<file path="src/rtl/idex_pkg.sv">
// Shared definitions for the ID/EX pipeline register: state encoding and bundle layout.
package idex_pkg;

  localparam logic [1:0] ST_EMPTY = 2'd0;
  localparam logic [1:0] ST_ONE   = 2'd1;
  localparam logic [1:0] ST_FULL  = 2'd2;

  localparam int IDEX_CTRL_BITS  = 4;
  localparam int IDEX_FUNC3_BITS = 3;
  localparam int IDEX_FUNC7_BITS = 1;
  localparam int IDEX_DATA_WORDS = 3;

  // Flat bundle width; field order MSB..LSB follows idex_bundle_t.
  function automatic int idex_bundle_w(input int data_w, input int reg_w);
    return IDEX_CTRL_BITS + IDEX_FUNC3_BITS + IDEX_FUNC7_BITS
           + IDEX_DATA_WORDS * data_w + reg_w;
  endfunction

  typedef struct packed {
    logic        wreg_en;
    logic        wmem_en;
    logic        rs2_swch;
    logic        mem_to_reg;
    logic [2:0]  func3;
    logic        func7;
    logic [15:0] r1out;
    logic [15:0] r2out;
    logic [15:0] sign_ext;
    logic [4:0]  wreg1;
  } idex_bundle_t;

endpackage

</file>
<file path="src/rtl/idex_skid_buf.sv">
// Width-generic skid storage: a single load-enabled register cleared by reset.
module idex_skid_buf #(
  parameter int WIDTH = 8
) (
  input  logic             CLK,
  input  logic             RST_N,
  input  logic             load,
  input  logic [WIDTH-1:0] d,
  output logic [WIDTH-1:0] q
);

  logic [WIDTH-1:0] data_r;

  // Skid data register.
  always_ff @(posedge CLK) begin
    if (!RST_N) begin
      data_r <= {WIDTH{1'b0}};
    end else if (load) begin
      data_r <= d;
    end
  end

  assign q = data_r;

endmodule

</file>
<file path="src/rtl/idex_stage.sv">
// ID/EX pipeline stage: two-entry (main + skid) elastic register with load-use hazard detect.
module idex_stage
  import idex_pkg::*;
#(
  parameter int PROC_DATA_WIDTH        = 16,
  parameter int PROC_REGFILE_LOG2_DEEP = 5
) (
  input  logic                              CLK,
  input  logic                              RST_N,
  input  logic                              in_valid,
  output logic                              in_ready,
  input  logic                              flush,
  input  logic                              WRegEn_in,
  input  logic                              WMemEn_in,
  input  logic                              rs2_swch_in,
  input  logic                              mem_to_reg_in,
  input  logic                              func7_in,
  input  logic [2:0]                        func3_in,
  input  logic [PROC_DATA_WIDTH-1:0]        R1out_in,
  input  logic [PROC_DATA_WIDTH-1:0]        R2out_in,
  input  logic [PROC_DATA_WIDTH-1:0]        sign_ext_in,
  input  logic [PROC_REGFILE_LOG2_DEEP-1:0] WReg1_in,
  input  logic [PROC_REGFILE_LOG2_DEEP-1:0] id_rs1,
  input  logic [PROC_REGFILE_LOG2_DEEP-1:0] id_rs2,
  output logic                              out_valid,
  input  logic                              out_ready,
  output logic                              WRegEn_out,
  output logic                              WMemEn_out,
  output logic                              rs2_swch_out,
  output logic                              mem_to_reg_out,
  output logic                              func7_out,
  output logic [2:0]                        func3_out,
  output logic [PROC_DATA_WIDTH-1:0]        R1out_out,
  output logic [PROC_DATA_WIDTH-1:0]        R2out_out,
  output logic [PROC_DATA_WIDTH-1:0]        sign_ext_out,
  output logic [PROC_REGFILE_LOG2_DEEP-1:0] WReg1_out,
  output logic                              hz_load_use,
  output logic [1:0]                        occupancy
);

  localparam int DW    = PROC_DATA_WIDTH;
  localparam int RW    = PROC_REGFILE_LOG2_DEEP;
  localparam int BW    = idex_bundle_w(DW, RW);
  localparam int O_SE  = RW;
  localparam int O_R2  = RW + DW;
  localparam int O_R1  = RW + 2 * DW;
  localparam int O_F7  = RW + 3 * DW;
  localparam int O_F3  = O_F7 + 1;
  localparam int O_M2R = O_F3 + 3;
  localparam int O_RS2 = O_M2R + 1;
  localparam int O_WM  = O_RS2 + 1;
  localparam int O_WE  = O_WM + 1;

  logic [1:0]    state_r;
  logic [1:0]    state_nxt_s;
  logic          in_ready_r;
  logic [BW-1:0] main_r;
  logic [BW-1:0] main_d_s;
  logic [BW-1:0] skid_q_s;
  logic [BW-1:0] in_bundle_s;
  logic          main_load_s;
  logic          main_from_skid_s;
  logic          skid_load_s;
  logic          main_valid_s;
  logic          skid_valid_s;
  logic          accept_s;
  logic          release_s;
  logic [RW-1:0] main_wreg_s;

  // Register 0 is never a write target, so its write enable is dropped on entry.
  assign in_bundle_s = {WRegEn_in && (WReg1_in != {RW{1'b0}}), WMemEn_in, rs2_swch_in,
                        mem_to_reg_in, func3_in, func7_in, R1out_in, R2out_in,
                        sign_ext_in, WReg1_in};

  assign main_valid_s = (state_r != ST_EMPTY);
  assign skid_valid_s = (state_r == ST_FULL);
  assign accept_s     = in_valid && in_ready_r;
  assign release_s    = main_valid_s && out_ready;
  assign main_d_s     = main_from_skid_s ? skid_q_s : in_bundle_s;

  // Next-state and load-enable decode; flush wins over accept and release.
  always_comb begin
    state_nxt_s      = state_r;
    main_load_s      = 1'b0;
    main_from_skid_s = 1'b0;
    skid_load_s      = 1'b0;
    if (flush) begin
      state_nxt_s = ST_EMPTY;
    end else begin
      case (state_r)
        ST_EMPTY: begin
          if (accept_s) begin
            state_nxt_s = ST_ONE;
            main_load_s = 1'b1;
          end else begin
            state_nxt_s = ST_EMPTY;
          end
        end
        ST_ONE: begin
          if (accept_s && release_s) begin
            state_nxt_s = ST_ONE;
            main_load_s = 1'b1;
          end else if (accept_s) begin
            state_nxt_s = ST_FULL;
            skid_load_s = 1'b1;
          end else if (release_s) begin
            state_nxt_s = ST_EMPTY;
          end else begin
            state_nxt_s = ST_ONE;
          end
        end
        ST_FULL: begin
          if (release_s) begin
            state_nxt_s      = ST_ONE;
            main_load_s      = 1'b1;
            main_from_skid_s = 1'b1;
          end else begin
            state_nxt_s = ST_FULL;
          end
        end
        default: state_nxt_s = ST_EMPTY;
      endcase
    end
  end

  // State, main bundle and registered ready.
  always_ff @(posedge CLK) begin
    if (!RST_N) begin
      state_r    <= ST_EMPTY;
      main_r     <= {BW{1'b0}};
      in_ready_r <= 1'b1;
    end else begin
      state_r    <= state_nxt_s;
      in_ready_r <= (state_nxt_s != ST_FULL);
      if (main_load_s) begin
        main_r <= main_d_s;
      end
    end
  end

  idex_skid_buf #(
    .WIDTH (BW)
  ) u_skid (
    .CLK   (CLK),
    .RST_N (RST_N),
    .load  (skid_load_s),
    .d     (in_bundle_s),
    .q     (skid_q_s)
  );

  assign in_ready       = in_ready_r;
  assign out_valid      = main_valid_s;
  assign occupancy      = {1'b0, main_valid_s} + {1'b0, skid_valid_s};
  assign WRegEn_out     = main_r[O_WE]  && main_valid_s;
  assign WMemEn_out     = main_r[O_WM]  && main_valid_s;
  assign mem_to_reg_out = main_r[O_M2R] && main_valid_s;
  assign rs2_swch_out   = main_r[O_RS2];
  assign func3_out      = main_r[O_F3 +: 3];
  assign func7_out      = main_r[O_F7];
  assign R1out_out      = main_r[O_R1 +: DW];
  assign R2out_out      = main_r[O_R2 +: DW];
  assign sign_ext_out   = main_r[O_SE +: DW];
  assign main_wreg_s    = main_r[RW-1:0];
  assign WReg1_out      = main_wreg_s;

  assign hz_load_use = !flush && main_valid_s && main_r[O_M2R]
                       && (main_wreg_s != {RW{1'b0}})
                       && ((main_wreg_s == id_rs1) || (main_wreg_s == id_rs2));

endmodule

</file>
<file path="config.mk">
export PLATFORM = sky130hd
export DESIGN_NAME = idex_stage
export DESIGN_NICKNAME = d
export VERILOG_FILES = /design/src/rtl/idex_pkg.sv /design/src/rtl/idex_skid_buf.sv /design/src/rtl/idex_stage.sv
export SDC_FILE = /design/constraint.sdc
export NUM_CORES = 1
export LEC_CHECK = 0
export BUFFER_PORTS_ARGS = -buffer_cell sky130_fd_sc_hd__buf_4
export CAP_MARGIN = 20
export CORE_MARGIN = 1.5
export CORE_UTILIZATION = 35
export CTS_CLUSTER_SIZE = 20
export DETAILED_ROUTE_END_ITERATION = 10
export PLACE_DENSITY_LB_ADDON = 0.15
export SLEW_MARGIN = 0
export SYNTH_ARGS = -nofsm -noshare
export SYNTH_HDL_FRONTEND = slang
export SYNTH_SLANG_ARGS = --single-unit
</file>
<file path="constraint.sdc">
create_clock -name CLK -period 2.2 [get_ports CLK]
set_input_delay 0.44 -clock CLK [delete_from_list [all_inputs] [get_ports CLK]]
set_output_delay 0.44 -clock CLK [all_outputs]
set_load 0.05 [all_outputs]
</file>
==> metrics <==
Fin. Hold Viols=0; Mapped Area=~6000 um2; most common cell after layout, fill and taps aside=nand2_1; Simple-Gate Fraction of Synth Area=0.239; maximum VDD drop=approximately 0.54 mV; hpwl dp=about 9.4 mm; Chip Width=133 um; Async SR Flop Fraction=0; # diodes=0; crit-path max FO=5; H-tree Lvls=4; crit path DAT=around 1700 ps; layout cells sized above 1=0.256; Worst Clk Skew=5.66 ps; worst slew pin tran=around 480 ps; Worst Hold Launch=sign_ext_in[3]; RR Startpoint=state_r[0]$_SDFF_PN0_; area grow syn2layout=24.5%; number of DRC markers in iteration 0=around 350; # clock sinks=125; via count=roughly 4900; worst min path class=in -> reg; initial antenna violation count=0; DRT Wirelength=between 10 and 15 mm; Die Ht=~130 um; CTS tree=built; ys flop type=dfxtp_1; grt ovf=0; Non-Filler Instances=between 1000 and 1500; Post-Syn Instances=713; unrepaired setup endpoints after global routing=true; crit path launch=main_r[4]$_SDFFE_PN0P_; pwr dens=a little under 800 nW/um2; most frequent cells in the layout=nand2_1, buf_4, dfxtp_1; GRT Overall Usage=0.163; critical path class=reg -> out; row count=between 40 and 50; First-pass DRT Iterations=7; TNS Setup=0 ps; # setup viols final=0; Post-synth EDFFs=0; Die ar.=around 18000 um2; hold_ws=about 280 ps; drt drc=0; Slew HR=0.683; Core ar.=roughly 17000 um2; routed len/inst=around 14 um; post-CTS setup buffer count=0; Final Cycle Share=0.970; Yosys reg bits=125; Post-Syn Nets=791; Slew Limit Fails=0; placed insts=975; number of max-cap violations=0; later-pin clock latency in the skew report=~400 ps; Max Buffers Root-to-Sink=2; largest net degree at the start of global routing=75; Worst setup EP type=primary output; mux cell area share after synthesis=0; initial core utilization=0.356; largest family of logic cells by synthesized area=simple AND/OR/NAND/NOR gates; CTS root buffer=clkbuf_16; gpl congestion=0.754; vias in the first global route=4567; Lkg Pwr=0.00357 uW; yosys warns=0; Synth Area in Compound Gates=0.193; Unique masters post-synth=32; CTS buffer count=17; Mean Syn Cell Area=between 8 and 9 um2; startpoint class of the critical path=flop; status=completed; adder and majority gate portion of the synthesized area=0.00425; Fmax=between 0.4 and 0.5 GHz; NumNets Final=~850; Worst-path clk slew=~50 ps; Worst EP required=around 1800 ps; XOR/XNOR Fraction of Synth Area=0.0149; antenna-violating nets left=0; first-pass GRT wire length=~23 mm; IO Pins=142; Port Buffers=approximately 140; minimum clock period=about 2100 ps; sequential area share after synthesis=0.425; Vias/cell=4.90
## per-stage QoR
step                      power, uW  instance area (um2)   util  setup slack, ps
after floorplan                3140                 5910      -             34.8
after global placement         3350                 6760  0.409              179
after detailed placement       3360                 6760  0.409              167
after CTS                      5880                 7300  0.442            -50.1
after global routing           6050                 7330  0.444            -1.75
final                          5810                 7330  0.444             66.0
## report_power, final
part	switching, uW	leakage [uW]	internal (uW)
Combinational	544	0.00230	350
Sequential	62.5	0.00102	2370
Clock	975	0.000256	1510
Total	1580	0.00357	4230
## metal layers
metal	GRT usage	up-vias	share of wire
met1	0.203	2333	0.46
met5	0	-	0
li1	-	2442	-
met4	0.0763	0	0.025
met3	0.0387	23	0.050
met2	0.266	136	0.46
## sequential cells by signal, summed over array words and instances, names as in the netlist
| name | cells |
|---|---|
| in_ready | 1 |
| u_skid.q | 61 |
| state_r | 2 |
| main_r | 61 |
## final cells by class
type / count / area, um2
multi-input cells: 472 / 2750
fillers: 1608 / 9200
repair buffers: 155 / 1250
flip-flops and latches: 125 / 2510
clock buffers: 24 / 482
well taps: 220 / 275
clock inverters: 7 / 40.0
inverters: 3 / 11.3
## path summary, 6_finish.rpt
| check | endpoint | cells past startpoint | slack [ps] |
|---|---|---|---|
| max reg2reg | u_skid.q[36]$_SDFFE_PN0P_ | 8 | 380 |
| min | u_skid.q[8]$_SDFFE_PN0P_ | 3 | 280 |
| min reg2reg | u_skid.q[46]$_SDFFE_PN0P_ | 2 | 450 |
| max | hz_load_use | 5 | 70 |
## synth_stat cells, types with 2 or more instances
library cell,number,area [um2]
nand2_1,245,920
dfxtp_1,125,2500
buf_4,64,480
a21boi_1,60,450
nand3_1,60,300
o211a_1,60,601
clkbuf_1,26,97.6
buf_2,19,95.1
xor2_1,10,87.6
nor2b_1,5,31.3
nor2_1,4,15.0
and2_1,3,18.8
buf_6,3,33.8
inv_1,3,11.3
nand4bb_1,3,33.8
o21ai_1,3,15.0
a22oi_1,2,15.0
ha_1,2,25.0
nor3_1,2,10.0
or4_1,2,15.0
## critical path: stages (launching register included)
cell     delay [ps]
dfxtp_4         370
xor2_1          170
nor3_2          190
a22oi_2         100
nor4b_4         260
buf_6           200
## kinds of logic after synthesis
logic type      Yosys count
fa+ha+maj                 2
xor+xnor                 10
compound gates          130
simple gates            330
flops                   125
buf+inv                 116
## timing repair
item                       in CTS  in global routing
hold buffers                    0                  0
setup endpoints to repair       1                  1
gates resized for setup         6                  8
pin swaps                       1                  5
Power figures use the tool's default switching activity.
